File: config.mk
export PLATFORM = sky130hd
export DESIGN_NAME = branch_predictor
export DESIGN_NICKNAME = d
export VERILOG_FILES = /design/src/rtl/branch_predictor_pkg.sv /design/src/rtl/branch_predictor_sat_counter2.sv /design/src/rtl/branch_predictor.sv
export SDC_FILE = /design/constraint.sdc
export NUM_CORES = 2
export LEC_CHECK = 0
export ABC_AREA = 1
export BUFFER_PORTS_ARGS = -buffer_cell sky130_fd_sc_hd__buf_2
export CORE_ASPECT_RATIO = 1.75
export CORE_UTILIZATION = 51
export DETAILED_ROUTE_END_ITERATION = 7
export PLACE_DENSITY = 0.7
export SYNTH_ARGS = -nofsm -noshare
export SYNTH_HDL_FRONTEND = slang
export SYNTH_SLANG_ARGS = --single-unit
File: constraint.sdc
create_clock -name clk -period 2.48 [get_ports clk]
set_input_delay 0.124 -clock clk [delete_from_list [all_inputs] [get_ports clk]]
set_output_delay 0.124 -clock clk [all_outputs]
set_load 0.05 [all_outputs]
File: src/rtl/branch_predictor_pkg.sv
// ----------------------------------------------------------------------------
// branch_predictor_pkg
// Definitions shared by the fetch-stage predictor, decode and the Execution
// stage: branch-type codes, 2-bit direction counter encodings, and the helpers
// that split a PC into its BTB index and tag.
// ----------------------------------------------------------------------------
package branch_predictor_pkg;

    // Branch type as carried down the pipe on branch_type_3
    typedef enum logic [1:0] {
        JAL  = 2'd0,
        JALR = 2'd1,
        BEQ  = 2'd2,
        BNE  = 2'd3
    } br_type_e;

    // Direction counter encodings; bit 1 set means predict taken
    typedef enum logic [1:0] {
        SNT = 2'd0,
        WNT = 2'd1,
        WT  = 2'd2,
        ST  = 2'd3
    } ctr_e;

    // Index = PC[index_bits:1]. Bit 1 is included so RVC halfword PCs get
    // their own entries. Callers size-cast the result to index_bits.
    function automatic logic [31:0] bp_index(input logic [31:0] pc,
                                             input int unsigned index_bits);
        logic [31:0] mask;
        mask = (32'd1 << index_bits) - 32'd1;
        return (pc >> 1) & mask;
    endfunction

    // Tag = PC[31:index_bits+1]. Callers size-cast to 31-index_bits.
    function automatic logic [31:0] bp_tag(input logic [31:0] pc,
                                           input int unsigned index_bits);
        return pc >> (index_bits + 1);
    endfunction

endpackage

File: src/rtl/branch_predictor_sat_counter2.sv
// ----------------------------------------------------------------------------
// sat_counter2
// 2-bit saturating up/down counter with enable and synchronous load.
// Ports:
//   clk        clock
//   rst_n      asynchronous active-low reset (counter -> 0)
//   i_en       count one step this cycle
//   i_up       step direction: 1 = +1 (sticks at 3), 0 = -1 (sticks at 0)
//   i_load     overwrite the counter with i_load_val (wins over i_en)
//   i_load_val value to load
//   o_cnt      current counter value
// ----------------------------------------------------------------------------
module sat_counter2 (
    input  logic       clk,
    input  logic       rst_n,
    input  logic       i_en,
    input  logic       i_up,
    input  logic       i_load,
    input  logic [1:0] i_load_val,
    output logic [1:0] o_cnt
);

    logic [1:0] r_cnt;
    logic [1:0] w_cnt_next;

    always_comb begin
        w_cnt_next = r_cnt;
        if (i_load) begin
            w_cnt_next = i_load_val;
        end else if (i_en) begin
            if (i_up && (r_cnt != 2'b11)) begin
                w_cnt_next = r_cnt + 2'b01;
            end else if (!i_up && (r_cnt != 2'b00)) begin
                w_cnt_next = r_cnt - 2'b01;
            end
        end
    end

    always_ff @(posedge clk or negedge rst_n) begin
        if (!rst_n) begin
            r_cnt <= 2'b00;
        end else begin
            r_cnt <= w_cnt_next;
        end
    end

    assign o_cnt = r_cnt;

endmodule

File: src/rtl/branch_predictor.sv
// ----------------------------------------------------------------------------
// branch_predictor
// Fetch-stage branch target buffer with per-entry 2-bit direction counters.
// Predicts direction/target for PC_1 combinationally, trains from the EX-stage
// resolution bundle and raises the mispredict redirect.
// Ports:
//   clk, rst_n         clock, asynchronous active-low reset
//   memory_stall       pipeline freeze; blocks table and counter updates
//   PC_1               fetch PC
//   pred_taken_1       predicted direction for PC_1
//   pred_target_1      predicted target (0 on a miss)
//   is_branchInst_3    EX holds a JAL/JALR/BEQ/BNE
//   branch_type_3      branch type (see br_type_e)
//   instructionPC_3    PC of the resolving instruction
//   target_3           resolved next PC
//   taken_3            resolved direction
//   prev_taken_3       direction that was predicted for it
//   mispredict         flush stages 1-2 and redirect fetch
//   redirect_pc        fetch PC on mispredict
//   branch_count       saturating count of resolved branches
//   mispredict_count   saturating count of mispredicts
// ----------------------------------------------------------------------------
module branch_predictor
    import branch_predictor_pkg::*;
#(
    parameter int unsigned INDEX_BITS = 4,
    parameter int unsigned CNT_W      = 32
) (
    input  logic             clk,
    input  logic             rst_n,
    input  logic             memory_stall,
    input  logic [31:0]      PC_1,
    output logic             pred_taken_1,
    output logic [31:0]      pred_target_1,
    input  logic             is_branchInst_3,
    input  logic [1:0]       branch_type_3,
    input  logic [31:0]      instructionPC_3,
    input  logic [31:0]      target_3,
    input  logic             taken_3,
    input  logic             prev_taken_3,
    output logic             mispredict,
    output logic [31:0]      redirect_pc,
    output logic [CNT_W-1:0] branch_count,
    output logic [CNT_W-1:0] mispredict_count
);

    localparam int unsigned DEPTH = 2 ** INDEX_BITS;
    localparam int unsigned TAG_W = 31 - INDEX_BITS;

    // Table storage
    logic [DEPTH-1:0] r_valid;
    logic [TAG_W-1:0] r_tag    [DEPTH];
    logic [31:0]      r_target [DEPTH];
    logic [1:0]       w_ctr    [DEPTH];

    logic [CNT_W-1:0] r_branch_count;
    logic [CNT_W-1:0] r_mispredict_count;

    // ------------------------------------------------------------------
    // Lookup: reads registered contents only, so a same-cycle update to the
    // same index is seen one cycle later.
    // ------------------------------------------------------------------
    logic [INDEX_BITS-1:0] w_lk_idx;
    logic [TAG_W-1:0]      w_lk_tag;
    logic                  w_lk_hit;
    logic [1:0]            w_lk_ctr;

    assign w_lk_idx = INDEX_BITS'(bp_index(PC_1, INDEX_BITS));
    assign w_lk_tag = TAG_W'(bp_tag(PC_1, INDEX_BITS));
    assign w_lk_hit = r_valid[w_lk_idx] && (r_tag[w_lk_idx] == w_lk_tag);
    assign w_lk_ctr = w_ctr[w_lk_idx];

    assign pred_taken_1  = w_lk_hit && ((w_lk_ctr == WT) || (w_lk_ctr == ST));
    assign pred_target_1 = w_lk_hit ? r_target[w_lk_idx] : 32'd0;

    // ------------------------------------------------------------------
    // Update decode
    // ------------------------------------------------------------------
    logic [INDEX_BITS-1:0] w_upd_idx;
    logic [TAG_W-1:0]      w_upd_tag;
    logic                  w_upd;
    logic                  w_upd_hit;
    logic                  w_alloc;      // write valid/tag/target
    logic                  w_inval;      // clear valid
    logic                  w_tgt_wr;     // refresh target only
    logic                  w_ctr_step;   // step counter by taken_3
    logic                  w_ctr_load;   // load counter with w_load_val
    logic [1:0]            w_load_val;

    assign w_upd_idx = INDEX_BITS'(bp_index(instructionPC_3, INDEX_BITS));
    assign w_upd_tag = TAG_W'(bp_tag(instructionPC_3, INDEX_BITS));
    // EX holds its bundle across a stall, so gating here trains exactly once
    assign w_upd     = is_branchInst_3 && !memory_stall;
    assign w_upd_hit = r_valid[w_upd_idx] && (r_tag[w_upd_idx] == w_upd_tag);

    always_comb begin
        w_alloc    = 1'b0;
        w_inval    = 1'b0;
        w_tgt_wr   = 1'b0;
        w_ctr_step = 1'b0;
        w_ctr_load = 1'b0;
        w_load_val = ST;
        if (w_upd) begin
            unique case (br_type_e'(branch_type_3))
                // Target is data-dependent: never keep a JALR entry
                JALR: w_inval = w_upd_hit;
                JAL: begin
                    w_alloc    = 1'b1;
                    w_ctr_load = 1'b1;
                    w_load_val = ST;
                end
                BEQ, BNE: begin
                    if (w_upd_hit) begin
                        w_ctr_step = 1'b1;
                        w_tgt_wr   = taken_3;
                    end else if (taken_3) begin
                        w_alloc    = 1'b1;
                        w_ctr_load = 1'b1;
                        w_load_val = WT;
                    end
                end
            endcase
        end
    end

    always_ff @(posedge clk or negedge rst_n) begin
        if (!rst_n) begin
            r_valid <= '0;
            for (int i = 0; i < int'(DEPTH); i++) begin
                r_tag[i]    <= '0;
                r_target[i] <= '0;
            end
        end else begin
            if (w_alloc) begin
                r_valid[w_upd_idx]  <= 1'b1;
                r_tag[w_upd_idx]    <= w_upd_tag;
                r_target[w_upd_idx] <= target_3;
            end
            if (w_inval) begin
                r_valid[w_upd_idx] <= 1'b0;
            end
            if (w_tgt_wr) begin
                r_target[w_upd_idx] <= target_3;
            end
        end
    end

    for (genvar g = 0; g < int'(DEPTH); g++) begin : g_ctr
        logic w_sel;
        assign w_sel = (w_upd_idx == INDEX_BITS'(g));

        sat_counter2 u_ctr (
            .clk        (clk),
            .rst_n      (rst_n),
            .i_en       (w_ctr_step && w_sel),
            .i_up       (taken_3),
            .i_load     (w_ctr_load && w_sel),
            .i_load_val (w_load_val),
            .o_cnt      (w_ctr[g])
        );
    end

    // ------------------------------------------------------------------
    // Redirect and performance counters
    // ------------------------------------------------------------------
    // Gated by rst_n so no redirect escapes while the table is being cleared
    assign mispredict  = rst_n && w_upd && (prev_taken_3 != taken_3);
    assign redirect_pc = target_3;

    always_ff @(posedge clk or negedge rst_n) begin
        if (!rst_n) begin
            r_branch_count     <= '0;
            r_mispredict_count <= '0;
        end else begin
            if (w_upd && (r_branch_count != '1)) begin
                r_branch_count <= r_branch_count + CNT_W'(1);
            end
            if (mispredict && (r_mispredict_count != '1)) begin
                r_mispredict_count <= r_mispredict_count + CNT_W'(1);
            end
        end
    end

    assign branch_count     = r_branch_count;
    assign mispredict_count = r_mispredict_count;

endmodule
; Word level (Yosys, flattened, before mapping)
; Cells that the tools add are included.
[word_totals]
register_bits = 1056
in_bits = 104
output_inout_bits = 130
word_cells = 391
[op_classes]
n_addsub = 34
order_cmp = 6
n_eq_ne = 41
mux = 110
bitwise = 5
n_reduce_logical = 144
[ops]
columns = cell, n
row1 = bitwise mux 512 bit, 2
row2 = two-way mux 512 bit, 2
row3 = bitwise mux 432 bit, 1
row4 = binary-select mux 27 bit (select 4 bit), 2
row5 = two-way mux 27 bit, 5
row6 = two-way mux 2 bit, 66
row7 = binary-select mux 32 bit (select 4 bit), 1
row8 = demux 32 bit (select 4 bit), 1
row9 = two-way mux 32 bit, 4
row10 = demux 27 bit (select 4 bit), 1
row11 = logical AND 1 bit, 74
row12 = adder 32 x 1 -> 32 bit (second input constant), 2
row13 = != test 32 bit (second input constant), 2
row14 = nonzero test 2 bit, 32
row15 = equality test 27 bit, 2
row16 = nonzero test 3 bit, 16
row17 = adder 2 x 1 -> 2 bit (second input constant), 16
row18 = equality test 4 bit (second input constant), 8
row19 = two-way mux 16 bit, 2
row20 = != test 2 bit (second input constant), 16
row21 = AND reduction 2 bit, 16
row22 = subtractor 2 x 1 -> 2 bit (second input constant), 16
row23 = two-way mux 1 bit, 18
row24 = bitwise AND 16 bit, 1
row25 = other kinds (22), 34

; Depth between registers and ports, before layout
[depth]
ltp_word = 12
depth_mapped = 27
depth_no_buf = 22

; Cells and area by module
; A second synthesis with hierarchy kept.
[unflattened]
cells_unflattened = 7252
area_unflattened_um2 = 54277.1
[by_module_without_submodules]
columns = mod, n_inst, cells_each, area_each_um2, seq_area_each_um2
row1 = branch_predictor, 1, 6916, 52275.1, 25624.6
row2 = sat_counter2, 16, 21, 125.1, 50.0

; Worst setup path after synthesis
; OpenSTA, ideal clock, no wires.
[synth_timing]
path_type = input to register
from = in taken_3
to = reg r_mispredict_count[31] (netlist: mispredict_count[31])
setup_ns = 0.141
arrival_ns = 2.903
required_time_ns = 2.339
path_slack_ns = -0.564
stages = 12
n_path_buf = 1
path_cell_list = buf_4 > xnor2_1 > nor2_1 > nand2_1 > nor2_1 > nand4_1 > or2_2 > nor2_1 > nand4_1 > nor2_1 > nand2_1 > xnor2_1
[synth_between]
elab_chain_len = 3
[synth_lines]
columns = item, line
row1 = start: declaration, branch_predictor.sv:39  ; input logic taken_3,
row2 = != test 1 bit, branch_predictor.sv:167  ; assign mispredict = rst_n && w_upd && (prev_taken_3 != taken_3);
row3 = logical AND 1 bit, branch_predictor.sv:167
row4 = named net mispredict, branch_predictor.sv:41  ; output logic mispredict,
row5 = logical AND 1 bit, branch_predictor.sv:178  ; if (mispredict && (r_mispredict_count != '1)) begin
row6 = end signal: assignment, branch_predictor.sv:179  ; r_mispredict_count <= r_mispredict_count + CNT_W'(1);
row7 = end: declaration, branch_predictor.sv:57  ; logic [CNT_W-1:0] r_mispredict_count;
; The timed path passes the listed nets, and every way through them passes these cells.
; A chain may end at the register's enable or synchronous reset.

; Worst setup path in the final report
[layout_timing]
from = reg r_tag[163] in the netlist's numbering
to = out pred_taken_1
[layout_between]
elab_chain_len = 6
[layout_lines]
columns = item, line
row1 = start: declaration, branch_predictor.sv:52  ; logic [TAG_W-1:0] r_tag [DEPTH];
row2 = start signal: indexed assignment, branch_predictor.sv:136  ; r_tag[w_upd_idx] <= w_upd_tag;
row3 = binary-select mux 27 bit (select 4 bit), branch_predictor.sv:70  ; assign w_lk_hit = r_valid[w_lk_idx] && (r_tag[w_lk_idx] == w_lk_tag);
row4 = two-way mux 27 bit (implied by the code) (2 in series), branch_predictor.sv:70
row5 = equality test 27 bit, branch_predictor.sv:70
row6 = logical AND 1 bit, branch_predictor.sv:70
row7 = logical AND 1 bit, branch_predictor.sv:73  ; assign pred_taken_1 = w_lk_hit && ((w_lk_ctr == WT) || (w_lk_ctr == ST));
row8 = end: declaration, branch_predictor.sv:33  ; output logic pred_taken_1,
; Every way passes these cells. The select of a mux whose other input is x is not followed.

==> impl_metrics.env <==
export IMPL_synthTopCellsByArea="dfrtp_1, nand2_1, o21ai_0, nor2_1, clkbuf_1"
export IMPL_synth_mux_area_share_pct=0.221
export IMPL_clock_path_buffers=3
export IMPL_critPathMaxFanout=5
export IMPL_wirelength_um=222000
export IMPL_slew_headroom_pct=20.9
export IMPL_synth_seq_area_share_pct=48.5
export IMPL_vias_per_cell=6.07
export IMPL_yosys_area_top_type="dfrtp_1"
export IMPL_area_growth_pct=30.0
export IMPL_period_share_pct=148
export IMPL_grt_antenna_before_repair=11
export IMPL_critPathRequiredTime_ns=2.36
export IMPL_worst_skew_pair_late_latency_ns=0.75
export IMPL_drt_iter0_drc=7329
export IMPL_gp_congestion=0.981
export IMPL_grtUsageTotal_pct=38.9
export IMPL_grt_start_max_net_pins=199
export IMPL_dr_pass1_iters=8
export IMPL_crit_type="register to output port"
export IMPL_hold_viol=0
export IMPL_min_period_ns=3.68
export IMPL_synth_avg_cell_area_um2=7.50
export IMPL_cts_tree="yes"
export IMPL_synth_top_area_share_pct=48.5
export IMPL_cap_viol_max_count=0
export IMPL_grt_ovfl_total=0
export IMPL_dr_total_vias=56700
export IMPL_status="finished with violations"
export IMPL_reg2reg_depth=29
export IMPL_htree_levels=3
export IMPL_die_area_um2=108000
export IMPL_dpl_hpwl_um=125000
export IMPL_power_density_nw_per_um2=672
export IMPL_remaining_drc_errors=6
export IMPL_rsz0062_at_grt="true"
export IMPL_path_clk_slew_ns=0.07
export IMPL_cp_arrival_ns=3.55
export IMPL_synth_compound_area_share_pct=18.6
export IMPL_die_w_um=249
export IMPL_holdWs_ns=0.0848
export IMPL_ys_ff_latch=1056
export IMPL_fin_worst_skew_ns=0.0319
export IMPL_synth_most_common_cell="nand2_1"
export IMPL_endpoint_kind="output port"
export IMPL_critical_path_endpoint="pred_taken_1"
export IMPL_post_drt_wl_per_cell_um=23.7
export IMPL_r2r_end="r_tag[196]$_DFFE_PN0P_"
export IMPL_crit_start="r_tag[163]$_DFFE_PN0P_"
export IMPL_drive_gt1_share_pct=21.5
export IMPL_utilization_pct=66.8
export IMPL_synthAdderAreaFrac_pct=0.0459
export IMPL_antenna_left=0
export IMPL_cts_num_sinks=1056
export IMPL_grt_pass1_wl_um=319000
export IMPL_ys_async_sr_fraction_pct=100
export IMPL_violations="design-rule violations, negative setup slack"
export IMPL_fp_coreArea_um2=106000
export IMPL_first_global_vias=54000
export IMPL_max_freq_mhz=272
export IMPL_ys_warn_count=0
export IMPL_ff2ff_setup_slack_ns=-1.02
export IMPL_yosys_most_used_dff="dfrtp_1"
export IMPL_port_buffers=231
export IMPL_cts_buffers=101
export IMPL_synth_nets=7369
export IMPL_synth_area_um2=54500
export IMPL_postLayoutSetupSlackWorst_ns=-1.20
export IMPL_synth_distinct_cells=46
export IMPL_synth_edf_count=0
export IMPL_die_y_um=434
export IMPL_synth_commonest_cells="nand2_1, o21ai_0, dfrtp_1"
export IMPL_initial_utilization_pct=51.4
export IMPL_finalSetupViolCount=514
export IMPL_root_buffer="clkbuf_16"
export IMPL_power_leakage_nw=34.3
export IMPL_vdd_drop_max_v=0.000606
export IMPL_synthXorXnorAreaFrac_pct=1.09
export IMPL_syn_inst=7263
export IMPL_r2r_start="r_tag[174]$_DFFE_PN0P_"
export IMPL_synth_top_family_by_area="simple AND/OR/NAND/NOR gates"
export IMPL_io_pins=234
export IMPL_startpoint_type="register"
export IMPL_drv_slew=0
export IMPL_tightestPinTransition_ns=1.19
export IMPL_rows=158
export IMPL_synthSimpleGateAreaFrac_pct=24.2
export IMPL_min_path_type="input pin to register"
export IMPL_fin_nets=8003
## placed cells by master (no fill, tap or decap), types with 153 or more instances in the layout
master / instances
dfrtp_1: 1052
nand2_1: 2301
buf_4: 541
buf_2: 192
nand2_2: 187
inv_1: 331
a21oi_1: 247
buf_12: 164
nand3_1: 233
nor2_1: 376
o21ai_1: 153
o21ai_0: 1068
## stage by stage
step	setup TNS, ns	instance area [µm²]	setup WS (ns)	power [mW]	std cells
floorplan	-0.877	54800	-0.0641	26.3	7263
global placement	-338.28	61600	-0.738	29.8	8929
detailed placement	-349.39	61600	-0.761	30.1	8929
CTS	-204.50	68800	-0.935	46.9	9274
global route	-445.08	70800	-1.20	49.6	9337
finish	-412.83	70800	-1.20	47.6	9340
## worst min-delay path by stage
stage / cells past startpoint / start / endpoint / slack, ns
after CTS: 4 / instructionPC_3[12] / r_tag[7]$_DFFE_PN0P_ / 0.02
after detailed placement: 2 / rst_n / r_target[492]$_DFF_PN0_ / 0.31
after global placement: 2 / rst_n / r_target[449]$_DFF_PN0_ / 0.32
after global routing: 4 / instructionPC_3[12] / r_tag[277]$_DFFE_PN0P_ / 0.05
after floorplan: 0 / rst_n / branch_count[0]$_DFFE_PN0P_ / -0.17
final: 4 / instructionPC_3[12] / r_tag[331]$_DFFE_PN0P_ / 0.08
## metal layers
layer | global-route usage, % | vias up | wire length (µm)
li1 | - | 25100 | -
met1 | 43.9 | 26900 | 75200
met2 | 62.9 | 3489 | 101000
met3 | 8.23 | 1214 | 22900
met4 | 33.8 | 8 | 22800
met5 | 0 | - | 59
## area by class of cell
class / count / area (µm²)
fill: 8525 / 35100
sequential: 1056 / 26400
multi-input combinational: 5290 / 26200
timing repair buffer: 1105 / 11700
clock buffer: 151 / 3050
tap: 1360 / 1700
inverter: 343 / 1320
clock inverter: 28 / 407
antenna: 7 / 17.5
## report_power, final
group | leakage (nW) | internal, mW | total [mW] | switching (mW)
logic | 18.8 | 3.94 | 9.80 | 5.85
registers | 13.8 | 19.6 | 21.3 | 1.68
clock network | 1.69 | 9.48 | 16.5 | 7.05
## registers in the layout, summed over array words and instances, names as in the netlist
register	cells
r_valid	16
r_tag	432
g_ctr.u_ctr.o_cnt	32
r_target	512
branch_count	32
mispredict_count	32
## repair_timing
| item | CTS | global route |
|---|---|---|
| gates cloned | 50 | 25 |
| pin swaps | 28 | 68 |
| endpoints found under the hold margin | 950 | 0 |
| setup endpoints to repair | 514 | 528 |
| resized for setup | 450 | 503 |
| buffers inserted | 56 | 56 |
| hold buffers | 61 | 0 |
## cells by family after synthesis
family,after synthesis
AND/OR/NAND/NOR,3342
AO/OA/AOI/OAI,1864
flip-flops,1056
buffers and inverters,919
XOR/XNOR,68
multiplexers,12
adder cells (fa/ha/maj),2
## critical path, cell delays in order, from the launching register on
cell,delay [ns]
dfrtp_1,0.41
o21ai_0,0.14
o221ai_1,0.38
nand3_1,0.15
nand2_2,0.14
buf_12,0.12
inv_1,0.06
nand2_1,0.05
o21ai_0,0.10
nor3_2,0.13
nand2_1,0.08
nor2_2,0.17
nand2_4,0.21
buf_12,0.23
nor2_4,0.24
buf_12,0.17
No activity file was read; power rests on OpenSTA's default activity.
